`src/rtl/wb_select_stage_if.sv`:
```
// Bundles the MEM/WB pipeline inputs and the register-file write outputs
// of the writeback select stage.
interface wb_select_stage_if #(
    parameter int NBITS   = 32,
    parameter int SELBITS = 2,
    parameter int REGBITS = 5,
    parameter int OFFBITS = $clog2(NBITS / 8),
    parameter int CNTBITS = 32
);
    logic               i_valid;
    logic               i_regwrite;
    logic [REGBITS-1:0] i_waddr;
    logic [SELBITS-1:0] i_sel_regdata;
    logic [NBITS-1:0]   i_aluresult;
    logic [NBITS-1:0]   i_data;
    logic [NBITS-1:0]   i_link;
    logic [NBITS-1:0]   i_imm;
    logic [1:0]         i_ld_size;
    logic               i_ld_unsigned;
    logic [OFFBITS-1:0] i_byte_off;
    logic               i_stall;
    logic               i_flush;
    logic               i_cnt_clr;
    logic               o_valid;
    logic               o_reg_we;
    logic [REGBITS-1:0] o_reg_waddr;
    logic [NBITS-1:0]   o_reg_wdata;
    logic [CNTBITS-1:0] o_retired;

    modport master (
        output i_valid, i_regwrite, i_waddr, i_sel_regdata, i_aluresult, i_data,
               i_link, i_imm, i_ld_size, i_ld_unsigned, i_byte_off, i_stall,
               i_flush, i_cnt_clr,
        input  o_valid, o_reg_we, o_reg_waddr, o_reg_wdata, o_retired
    );

    modport slave (
        input  i_valid, i_regwrite, i_waddr, i_sel_regdata, i_aluresult, i_data,
               i_link, i_imm, i_ld_size, i_ld_unsigned, i_byte_off, i_stall,
               i_flush, i_cnt_clr,
        output o_valid, o_reg_we, o_reg_waddr, o_reg_wdata, o_retired
    );
endinterface

```
`src/rtl/wb_select_stage.sv`:
```
// Registered MIPS writeback stage: latches MEM/WB, extracts sub-word loads,
// selects the write-back source, gates the register-file write and counts retires.
module wb_select_stage #(
    parameter int NBITS   = 32,
    parameter int SELBITS = 2,
    parameter int REGBITS = 5,
    parameter int OFFBITS = $clog2(NBITS / 8),
    parameter int CNTBITS = 32
) (
    input logic             i_clk,
    input logic             i_rst_n,
    wb_select_stage_if.slave bus
);
    logic               valid_q;
    logic               regwrite_q;
    logic [REGBITS-1:0] waddr_q;
    logic [SELBITS-1:0] sel_q;
    logic [NBITS-1:0]   alu_q;
    logic [NBITS-1:0]   data_q;
    logic [NBITS-1:0]   link_q;
    logic [NBITS-1:0]   imm_q;
    logic [1:0]         ldSize_q;
    logic               ldUnsigned_q;
    logic [OFFBITS-1:0] off_q;
    logic [CNTBITS-1:0] retired_q;
    logic [CNTBITS-1:0] retired_d;

    logic [OFFBITS-1:0] halfOff;
    logic [NBITS-1:0]   byteShifted;
    logic [NBITS-1:0]   halfShifted;
    logic               byteSign;
    logic               halfSign;
    logic [NBITS-1:0]   loadData;
    logic [NBITS-1:0]   wdata;
    logic               selLegal;

    // Flush only kills valid/regwrite; the payload fields simply hold.
    always_ff @(posedge i_clk or negedge i_rst_n) begin
        if (!i_rst_n) begin
            valid_q      <= 1'b0;
            regwrite_q   <= 1'b0;
            waddr_q      <= '0;
            sel_q        <= '0;
            alu_q        <= '0;
            data_q       <= '0;
            link_q       <= '0;
            imm_q        <= '0;
            ldSize_q     <= '0;
            ldUnsigned_q <= 1'b0;
            off_q        <= '0;
            retired_q    <= '0;
        end else begin
            retired_q <= retired_d;
            if (bus.i_flush) begin
                valid_q    <= 1'b0;
                regwrite_q <= 1'b0;
            end else if (!bus.i_stall) begin
                valid_q      <= bus.i_valid;
                regwrite_q   <= bus.i_regwrite;
                waddr_q      <= bus.i_waddr;
                sel_q        <= bus.i_sel_regdata;
                alu_q        <= bus.i_aluresult;
                data_q       <= bus.i_data;
                link_q       <= bus.i_link;
                imm_q        <= bus.i_imm;
                ldSize_q     <= bus.i_ld_size;
                ldUnsigned_q <= bus.i_ld_unsigned;
                off_q        <= bus.i_byte_off;
            end
        end
    end

    // An instruction retires when it leaves the stage; a clear always wins.
    always_comb begin
        retired_d = retired_q;
        if (bus.i_cnt_clr) begin
            retired_d = '0;
        end else if (valid_q && !bus.i_stall) begin
            retired_d = retired_q + CNTBITS'(1);
        end
    end

    assign halfOff     = off_q & ~OFFBITS'(1);
    assign byteShifted = data_q >> {off_q, 3'b000};
    assign halfShifted = data_q >> {halfOff, 3'b000};
    assign byteSign    = byteShifted[7] & ~ldUnsigned_q;
    assign halfSign    = halfShifted[15] & ~ldUnsigned_q;

    always_comb begin
        loadData = data_q;
        case (ldSize_q)
            2'b00:   loadData = {{(NBITS - 8){byteSign}}, byteShifted[7:0]};
            2'b01:   loadData = {{(NBITS - 16){halfSign}}, halfShifted[15:0]};
            default: loadData = data_q;
        endcase
    end

    // Select codes beyond IMM only exist for wider select fields.
    generate
        if (SELBITS > 2) begin : gWideSel
            assign selLegal = ~|sel_q[SELBITS-1:2];
        end else begin : gNarrowSel
            assign selLegal = 1'b1;
        end
    endgenerate

    always_comb begin
        wdata = '1;
        case (sel_q)
            SELBITS'(0): wdata = alu_q;
            SELBITS'(1): wdata = loadData;
            SELBITS'(2): wdata = link_q;
            SELBITS'(3): wdata = imm_q;
            default:     wdata = '1;
        endcase
    end

    assign bus.o_valid     = valid_q;
    assign bus.o_reg_we    = valid_q & regwrite_q & (waddr_q != '0) & selLegal;
    assign bus.o_reg_waddr = waddr_q;
    assign bus.o_reg_wdata = wdata;
    assign bus.o_retired   = retired_q;
endmodule

```
`src/flat_wrapper.sv`:
```
// flat-port wrapper written by rule: the top's interface ports become plain ports
module wb_select_stage_flat 
#(
    parameter int NBITS   = 32,
    parameter int SELBITS = 2,
    parameter int REGBITS = 5,
    parameter int OFFBITS = $clog2(NBITS / 8),
    parameter int CNTBITS = 32
)
  (i_clk, i_rst_n, bus_i_valid, bus_i_regwrite, bus_i_waddr, bus_i_sel_regdata, bus_i_aluresult, bus_i_data, bus_i_link, bus_i_imm, bus_i_ld_size, bus_i_ld_unsigned, bus_i_byte_off, bus_i_stall, bus_i_flush, bus_i_cnt_clr, bus_o_valid, bus_o_reg_we, bus_o_reg_waddr, bus_o_reg_wdata, bus_o_retired);
  wb_select_stage_if #(.NBITS(NBITS), .SELBITS(SELBITS), .REGBITS(REGBITS), .OFFBITS(OFFBITS), .CNTBITS(CNTBITS)) bus_i ();
  input logic i_clk;
  input logic i_rst_n;
  input wire logic [$bits(bus_i.i_valid)-1:0] bus_i_valid;
  input wire logic [$bits(bus_i.i_regwrite)-1:0] bus_i_regwrite;
  input wire logic [$bits(bus_i.i_waddr)-1:0] bus_i_waddr;
  input wire logic [$bits(bus_i.i_sel_regdata)-1:0] bus_i_sel_regdata;
  input wire logic [$bits(bus_i.i_aluresult)-1:0] bus_i_aluresult;
  input wire logic [$bits(bus_i.i_data)-1:0] bus_i_data;
  input wire logic [$bits(bus_i.i_link)-1:0] bus_i_link;
  input wire logic [$bits(bus_i.i_imm)-1:0] bus_i_imm;
  input wire logic [$bits(bus_i.i_ld_size)-1:0] bus_i_ld_size;
  input wire logic [$bits(bus_i.i_ld_unsigned)-1:0] bus_i_ld_unsigned;
  input wire logic [$bits(bus_i.i_byte_off)-1:0] bus_i_byte_off;
  input wire logic [$bits(bus_i.i_stall)-1:0] bus_i_stall;
  input wire logic [$bits(bus_i.i_flush)-1:0] bus_i_flush;
  input wire logic [$bits(bus_i.i_cnt_clr)-1:0] bus_i_cnt_clr;
  output wire logic [$bits(bus_i.o_valid)-1:0] bus_o_valid;
  output wire logic [$bits(bus_i.o_reg_we)-1:0] bus_o_reg_we;
  output wire logic [$bits(bus_i.o_reg_waddr)-1:0] bus_o_reg_waddr;
  output wire logic [$bits(bus_i.o_reg_wdata)-1:0] bus_o_reg_wdata;
  output wire logic [$bits(bus_i.o_retired)-1:0] bus_o_retired;
  assign bus_i.i_valid = bus_i_valid;
  assign bus_i.i_regwrite = bus_i_regwrite;
  assign bus_i.i_waddr = bus_i_waddr;
  assign bus_i.i_sel_regdata = bus_i_sel_regdata;
  assign bus_i.i_aluresult = bus_i_aluresult;
  assign bus_i.i_data = bus_i_data;
  assign bus_i.i_link = bus_i_link;
  assign bus_i.i_imm = bus_i_imm;
  assign bus_i.i_ld_size = bus_i_ld_size;
  assign bus_i.i_ld_unsigned = bus_i_ld_unsigned;
  assign bus_i.i_byte_off = bus_i_byte_off;
  assign bus_i.i_stall = bus_i_stall;
  assign bus_i.i_flush = bus_i_flush;
  assign bus_i.i_cnt_clr = bus_i_cnt_clr;
  assign bus_o_valid = bus_i.o_valid;
  assign bus_o_reg_we = bus_i.o_reg_we;
  assign bus_o_reg_waddr = bus_i.o_reg_waddr;
  assign bus_o_reg_wdata = bus_i.o_reg_wdata;
  assign bus_o_retired = bus_i.o_retired;
  wb_select_stage #(.NBITS(NBITS), .SELBITS(SELBITS), .REGBITS(REGBITS), .OFFBITS(OFFBITS), .CNTBITS(CNTBITS)) u_core (.i_clk(i_clk), .i_rst_n(i_rst_n), .bus(bus_i));
endmodule
```
`config.mk`:
```
export PLATFORM = sky130hd
export DESIGN_NAME = wb_select_stage_flat
export DESIGN_NICKNAME = d
export VERILOG_FILES = /design/src/rtl/wb_select_stage_if.sv /design/src/rtl/wb_select_stage.sv /design/src/flat_wrapper.sv
export SDC_FILE = /design/constraint.sdc
export NUM_CORES = 1
export LEC_CHECK = 0
export ABC_AREA = 0
export ABC_CLOCK_PERIOD_IN_PS = 6520
export CELL_PAD_IN_SITES_DETAIL_PLACEMENT = 0
export CELL_PAD_IN_SITES_GLOBAL_PLACEMENT = 1
export CORE_ASPECT_RATIO = 0.9
export CORE_MARGIN = 5
export CORE_UTILIZATION = 25
export DETAILED_ROUTE_END_ITERATION = 8
export GPL_ROUTABILITY_DRIVEN = 0
export HOLD_SLACK_MARGIN = 0.06
export PLACE_DENSITY = 0.57
export SYNTH_ARGS = -nofsm -noshare
export SYNTH_HDL_FRONTEND = slang
export SYNTH_SLANG_ARGS = --single-unit
```
`constraint.sdc`:
```
create_clock -name i_clk -period 6.52 [get_ports i_clk]
set_input_delay 1.304 -clock i_clk [delete_from_list [all_inputs] [get_ports i_clk]]
set_output_delay 1.304 -clock i_clk [all_outputs]
set_load 0.05 [all_outputs]
```
==> results_dict.tcl, run 1 <==
set metrics [dict create \
    status "complete, no violations" \
    yosys.area.top_type "dfrtp_1" \
    firstDrtPassIters 5 \
    synth_ff_type "dfrtp_1" \
    post-synth-top-count-cell "dfrtp_1" \
    syn-instance-count 776 \
    clock_path_buffers 2 \
    synthTopCellsByArea "dfrtp_1, mux2_2, a21oi_1" \
    die_x_um 204 \
    power_uw 3320 \
    routed_wl_um 29200 \
    die-area_um2 37600 \
    cts_buffers 17 \
    cts_tree "yes" \
    postSynth.asyncResetShare_pct 100 \
    clkTransAtPathRegs_ns 0.07 \
    syn_area_um2 8460 \
    ios 218 \
    grt_overflow 0 \
    setup_viol 0 \
    clk_latency_ns 0.43 \
    track_usage_pct 15.3 \
    finalCriticalPeriod_ns 5.16 \
    max_clock_freq_mhz 194 \
    slowest_stage "clkdlybuf4s50_1" \
    cts.sinks 174 \
    grt_max_degree 119 \
    antenna_found_initial 5 \
    avgRoutedWirePerCell_um 20.4 \
    yosys_warnings 0 \
    cts_root_buffer "clkbuf_16" \
    rsz0062_at_grt "false" \
    postCtsHoldBufs 0 \
    path_class "flip-flop to primary output" \
    timing.rr.start "u_core.bus.o_valid" \
    min_path_type "flip-flop to flip-flop" \
    row_count 63 \
    post_cts_resized 0 \
    cp-startpoint "u_core.ldSize_q[1]" \
    drive_above_1_share_pct 18.3 \
    synth_cell_types 49 \
    finClkSkew_ns 0.0112 \
    yosysSeqAreaShare_pct 51.5 \
    path_cells "or3b_2 -> o22ai_2 -> a21oi_1 -> a31oi_1 -> clkdlybuf4s50_1" \
    cap_violations 0 \
    grt_pass1_vias 6942 \
    leakage_uw 0.00453 \
    synth_top_area_share_pct 51.5 \
    cts.htree.levels 4 \
    power_density_nw_per_um2 284 \
    period_share_pct 79.2 \
    nets 1114 \
    cp.arrival_ns 3.86 \
    dp_hpwl_um 21000 \
    route.antenna.remaining_nets 0 \
    worstPathMaxFanout 18 \
    dr_total_vias 6802 \
    start_util_pct 25.5 \
    hold_viol_final 0 \
    synth_edf_count 0 \
    slew_viol_final 0 \
    portBuffers 217 \
    die_h_um 185 \
    syn_nets 924 \
    critPathLaunchType "flip-flop" \
    drcViolationCount 0 \
    syn_avg_cell_area_um2 10.9 \
    worst_setup_path_end_kind "primary output" \
    synth_common_cells "dfrtp_1, mux2_2, nand2_1" \
    hp-start "u_core.link_q[24]" \
    required_ns 5.22 \
    ys_seq_elements 174 \
    final_core_util_pct 35.2 \
    viasPerCell 4.74 \
    core_area_um2 33200 \
    grt_pass1_wl_um 43900 \
    max_stage_delay_ns 0.83 \
    drt_iter0_drc 340 \
    area_growth_pct 38.1 \
    worst_slew_margin_rel_pct 23.2 \
    tns_ns 0 \
    vdd_drop_max_mv 0.182 \
    cts_setup_buffers 0 \
    worst_pin_slew_ns 1.15 \
]
## cell usage in the layout, fill, tap and decap left out, drive strengths merged, types with 4 or more instances in the layout
cell           count
a31oi              7
buf                9
nand2             62
or3                6
clkbuf            22
a211oi             8
mux2i             18
o32ai              7
xnor2              5
clkinv             5
nand2b            11
o2bb2ai            8
nand4             10
nor4               4
xor2               5
or4               12
nand3             13
dfrtp            174
a21oi             52
and4               5
o31ai             11
inv               22
clkdlybuf4s50    216
o22ai             16
nor2b             13
o21ai             48
mux2             124
nor2              42
o221ai            16
## power breakdown
group / leakage [uW] / switching [uW] / internal [uW] / total (uW)
clock: 0.000295 / 445 / 632 / 1080
combinational: 0.00211 / 557 / 382 / 940
sequential: 0.00212 / 96.0 / 1210 / 1300
total: 0.00453 / 1100 / 2220 / 3320
## stage by stage
step                hold WS (ns)  instances  cell area (um2)  setup slack, ns
finish                     0.501       1435            11700             1.36
global route               0.509       1435            11700             1.18
CTS                        0.505       1433            11700             1.39
detailed placement         0.490       1402            11100             1.87
global placement           0.483       1402            11100             1.92
floorplan                  0.475        776             8460             2.67
## layer usage
layer  track usage (%)  vias to the layer above  part of all wire, %
met5                 0                        -                 0.12
met2              22.8                      178                   45
li1                  -                     3212                    -
met4              3.88                        6                  1.0
met1              21.7                     3383                   49
met3              4.38                       23                  5.5
## path summary, 6_finish.rpt
kind                                            end  slack (ns)  depth (start not counted)
max                              bus_o_reg_wdata[8]        1.36                          5
min                               u_core.link_q[24]        0.50                          1
max reg2reg                u_core.bus.o_retired[18]        3.71                          4
min reg2reg                       u_core.link_q[24]        0.50                          1
max in group asynchronous           u_core.sel_q[1]        4.19                          2
min in group asynchronous          u_core.link_q[8]        0.94                          1
## critical path, delay by kind of cell, from the launching register on
kind,cells,cell delay [ns]
buf+inv,1,0.83
compound gates,3,1.43
flops,1,0.55
simple gates,1,0.63
## registers in the layout (all words and copies together) (netlist names), 2 cells and up
signal,cells
u_core.alu_q,32
u_core.bus.o_reg_waddr,5
u_core.bus.o_retired,32
u_core.data_q,32
u_core.imm_q,32
u_core.ldSize_q,2
u_core.link_q,32
u_core.off_q,2
u_core.sel_q,2
## final cells by class
class                           count  area (um2)
Antenna cell                        2        5.00
Clock buffer                       21         470
Clock inverter                     10         138
Fill cell                        3320       21500
Inverter                           22        82.6
Multi-Input combinational cell    525        3810
Sequential cell                   174        4360
Tap cell                          455         569
Timing Repair Buffer              226        2260
## kinds of logic after synthesis
group           share of synthesized area, %
compound gates                          13.2
simple gates                            11.6
buf+inv                                 3.62
fa+ha+maj                              0.148
flops                                   51.5
xor+xnor                                1.04
mux                                     18.9
Note: power is estimated with default switching activity, not from simulation.
==> run 2: changes to the inputs <==
--- a/config.mk
+++ b/config.mk
@@ -6,7 +6,7 @@
 export NUM_CORES = 1
 export LEC_CHECK = 0
 export ABC_AREA = 0
-export ABC_CLOCK_PERIOD_IN_PS = 6520
+export ABC_CLOCK_PERIOD_IN_PS = 5400
 export CELL_PAD_IN_SITES_DETAIL_PLACEMENT = 0
 export CELL_PAD_IN_SITES_GLOBAL_PLACEMENT = 1
 export CORE_ASPECT_RATIO = 0.9
==> constraint.sdc (replaced) <==
create_clock -name i_clk -period 5.4 [get_ports i_clk]
set_input_delay 1.08 -clock i_clk [delete_from_list [all_inputs] [get_ports i_clk]]
set_output_delay 1.08 -clock i_clk [all_outputs]
set_load 0.05 [all_outputs]
==> results_dict.tcl, run 2 (synthesis results as in run 1) <==
set metrics [dict create \
    nets 1114 \
    clk_latency_ns 0.43 \
    worst_slew_margin_rel_pct 23.2 \
    critPathLaunchType "flip-flop" \
    antenna_found_initial 5 \
    worst_pin_slew_ns 1.15 \
    vdd_drop_max_mv 0.208 \
    cts_root_buffer "clkbuf_16" \
    final_core_util_pct 35.0 \
    cp-startpoint "u_core.ldSize_q[1]" \
    dp_hpwl_um 21500 \
    cts.htree.levels 4 \
    post_cts_resized 0 \
    grt_overflow 0 \
    cp.arrival_ns 3.66 \
    clkTransAtPathRegs_ns 0.07 \
    firstDrtPassIters 4 \
    required_ns 4.32 \
    cts_buffers 17 \
    drcViolationCount 0 \
    avgRoutedWirePerCell_um 20.6 \
    setup_viol 0 \
    rsz0062_at_grt "false" \
    grt_pass1_vias 7156 \
    viasPerCell 4.80 \
    hold_viol_final 0 \
    worstPathMaxFanout 20 \
    cap_violations 0 \
    timing.rr.start "u_core.bus.o_valid" \
    grt_pass1_wl_um 45000 \
    tns_ns 0 \
    holdWs_ns 0.503 \
    r2r_cells 4 \
    core_area_um2 33200 \
    postCtsHoldBufs 0 \
    max_clock_freq_mhz 211 \
    leakage_uw 0.00449 \
    period_share_pct 87.7 \
    hp-start "u_core.link_q[19]" \
    cts.sinks 174 \
    clock_path_buffers 2 \
    grt_max_degree 160 \
    die-area_um2 37600 \
    slew_viol_final 0 \
    status "complete, no violations" \
    path_class "flip-flop to primary output" \
    ios 218 \
    route.antenna.remaining_nets 0 \
    cts_tree "yes" \
    drt_iter0_drc 387 \
    holdPathStages 1 \
    die_h_um 185 \
    start_util_pct 25.5 \
    drive_above_1_share_pct 18.4 \
    finClkSkew_ns 0.0125 \
    portBuffers 217 \
    min_path_type "flip-flop to flip-flop" \
    finalCriticalPeriod_ns 4.74 \
    final_common_cell "clkdlybuf4s50_1" \
    regToRegSetupSlack_ns 2.58 \
    worstReg2RegEnd "u_core.bus.o_retired[18]" \
    cp-endpoint "bus_o_reg_wdata[7]" \
    power_density_nw_per_um2 334 \
    die_x_um 204 \
    filler_cell_count 3363 \
    dr_total_vias 6901 \
    routed_wl_um 29500 \
    cts_setup_buffers 0 \
    area_growth_pct 37.4 \
    row_count 63 \
    layout_common_cells "clkdlybuf4s50_1, dfrtp_1, mux2_2" \
    worst_setup_path_end_kind "primary output" \
    track_usage_pct 15.6 \
]
==> run 2: cell types whose count changed in the layout (fill, tap and decap cells not counted), sizes merged <==
| cell | change |
|---|---|
| diode | +1 |
| clkinv | +1 |
| bufinv | -3 |
| clkbuf | -2 |
| inv | +3 |
| clkinvlp | +2 |
==> run 2: metal layers <==
layer	track usage [%]	share of wire, %	vias up
met3	4.64	6.3	24
met4	4.05	1.2	6
met2	22.7	44	189
met1	22.7	48	3466
li1	-	-	3216
met5	0	0.14	-
==> run 2: how the worst min path moves through the flow <==
stage | endpoint | slack [ns]
after floorplan | u_core.imm_q[0] | 0.48
after global placement | u_core.link_q[17] | 0.48
after detailed placement | u_core.link_q[17] | 0.49
after CTS | u_core.imm_q[0] | 0.51
after global routing | u_core.link_q[19] | 0.52
final | u_core.link_q[19] | 0.50
==> run 2: cell type report <==
type,instances,area [um2],area share (%)
flip-flops and latches,174,4360,37.5
multi-input cells,525,3810,32.7
repair buffers,226,2270,19.5
well taps,455,569,4.90
clock buffers,19,443,3.81
clock inverters,13,90.1,0.775
inverters,22,82.6,0.710
diodes,3,7.51,0.0646
==> run 2: power by group <==
group          switching (uW)  internal, uW  leakage, uW
clock network             564           602     0.000256
registers                 130          1460      0.00212
logic                     664           466      0.00211
==> run 2: critical path, stage by stage (launching register included) <==
cell and delay, ns:
dfrtp_1 0.55, inv_1 0.61, o21ai_1 0.45, a221o_1 0.40
mux4_2 0.47, clkdlybuf4s50_1 0.74
==> run 2: per-stage QoR <==
step                cell area (um2)  setup WS (ns)  cells  total power [uW]
global route                  11600          0.444   1436              4080
floorplan                      8460           1.78    776              2270
detailed placement            11100           1.14   1402              2750
CTS                           11600          0.654   1434              3940
finish                        11600          0.664   1437              3880
global placement              11100           1.24   1402              2740
==> RTL edit, RTL diff (settings of run 2) <==
Reset style: synchronous (`i_rst_n`), changed in one clocked block.
--- a/src/rtl/wb_select_stage.sv
+++ b/src/rtl/wb_select_stage.sv
@@ -36,5 +36,5 @@
 
     // Flush only kills valid/regwrite; the payload fields simply hold.
-    always_ff @(posedge i_clk or negedge i_rst_n) begin
+    always_ff @(posedge i_clk) begin
         if (!i_rst_n) begin
             valid_q      <= 1'b0;
Behaviour: differs if i_rst_n is asserted again (counterexample within 4 cycles, from zero or initial values and one cycle with i_rst_n low); with i_rst_n held inactive, the same outputs for 4 cycles.
==> RTL edit against run 2 <==
- sequential cell count unchanged
- wire length down 0.43%
- count of clock-buffer cells in the layout grew 1
- final area down 2.2%
- non-clock buffer count unchanged
- sequential share of layout area is 6.8 points lower
- fmax up 1.9%
- synthesized area shrank 1.5%
- register-to-register slack improved by 0.39 ns
- setup slack better by 0.086 ns
- critical endpoint is now bus_o_reg_wdata[19]
- highest routed layer unchanged
Power is not compared: it rests on default switching activity, and its combinational part moved more than twofold at a synthesized area within 25%.
==> RTL edit: results <==
export IMPL_status="completed"
export IMPL_seq_area_frac_synth_pct=41.8
export IMPL_syn_nets=1132
export IMPL_met2_usage_pct=23.1
export IMPL_synth_cells=984
export IMPL_inverters_excl_clock=12
export IMPL_regToRegSetupSlack_ns=2.97
export IMPL_routed_wl_um=29400
export IMPL_cp_arrival_ns=3.57
export IMPL_drt_iter0_drc=309
export IMPL_yosys_area_share_xor_xnor_pct=1.05
export IMPL_yosys_area_share_adder_pct=0.150
export IMPL_async_flop_share_pct=0
export IMPL_first_global_vias=7384
export IMPL_clockBufferCount=20
export IMPL_wl_per_cell_um=18.5
export IMPL_area_share_nonclk_buffers_pct=19.8
export IMPL_multi_input_cells=718
export IMPL_post_dp_cell_area_um2=10800
export IMPL_diodes=2
export IMPL_cp_endpoint="bus_o_reg_wdata[19]"
export IMPL_nFillCells=3470
export IMPL_dp_cells=1552
export IMPL_grt_max_degree=94
export IMPL_dpl_hpwl_um=20900
export IMPL_ys_flop_type="dfxtp_1"
export IMPL_finClkSkew_ns=0.0113
export IMPL_synth_compound_area_share_pct=21.4
export IMPL_multi_input_area_share_pct=39.5
export IMPL_use_met1_pct=21.8
export IMPL_final_nets=1297
export IMPL_wl_met3_um=1820
export IMPL_synth_mux_area_share_pct=10.2
export IMPL_max_stage_delay_ns=0.81
export IMPL_yosys_warnings=0
export IMPL_power_leakage_nw=3.82
export IMPL_gr_usage_all_layers_pct=15.5
export IMPL_multi_input_area_um2=4490
export IMPL_reg2reg_from="u_core.bus.o_valid$_SDFFE_PP0N_"
export IMPL_yosys_top_cells_area="dfxtp_1 42%, a21boi_0 14%, nand2_1 14%"
export IMPL_worstPathMaxFanout=19
export IMPL_synth_distinct_cells=46
export IMPL_via_per_inst=4.64
export IMPL_grt_pass1_wl_um=45100
export IMPL_regArea_um2=3490
export IMPL_clock_area_share_pct=5.01
export IMPL_r2r_end="u_core.bus.o_retired[29]$_SDFFE_PP0P_"
export IMPL_max_freq_mhz=215
export IMPL_min_path_type="flop to flop"
export IMPL_use_met3_pct=5.20
export IMPL_antenna_found_initial=11
export IMPL_worst_slew_pin_slew_ns=0.995
export IMPL_drive_gt1_share_pct=6.71
RTL edit: worst min-delay path by stage:
stage / startpoint / cells after the start / to / slack, ns
3_5_place_dp: u_core.imm_q[6]$_SDFFE_PN0P_ / 2 / u_core.imm_q[6]$_SDFFE_PN0P_ / 0.46
3_3_place_gp: u_core.imm_q[4]$_SDFFE_PN0P_ / 2 / u_core.imm_q[4]$_SDFFE_PN0P_ / 0.45
2_1_floorplan: u_core.imm_q[10]$_SDFFE_PN0P_ / 2 / u_core.imm_q[10]$_SDFFE_PN0P_ / 0.44
6_report: u_core.imm_q[6]$_SDFFE_PN0P_ / 2 / u_core.imm_q[6]$_SDFFE_PN0P_ / 0.46
5_1_grt: u_core.imm_q[7]$_SDFFE_PN0P_ / 2 / u_core.imm_q[7]$_SDFFE_PN0P_ / 0.48
4_1_cts: u_core.imm_q[6]$_SDFFE_PN0P_ / 2 / u_core.imm_q[6]$_SDFFE_PN0P_ / 0.47
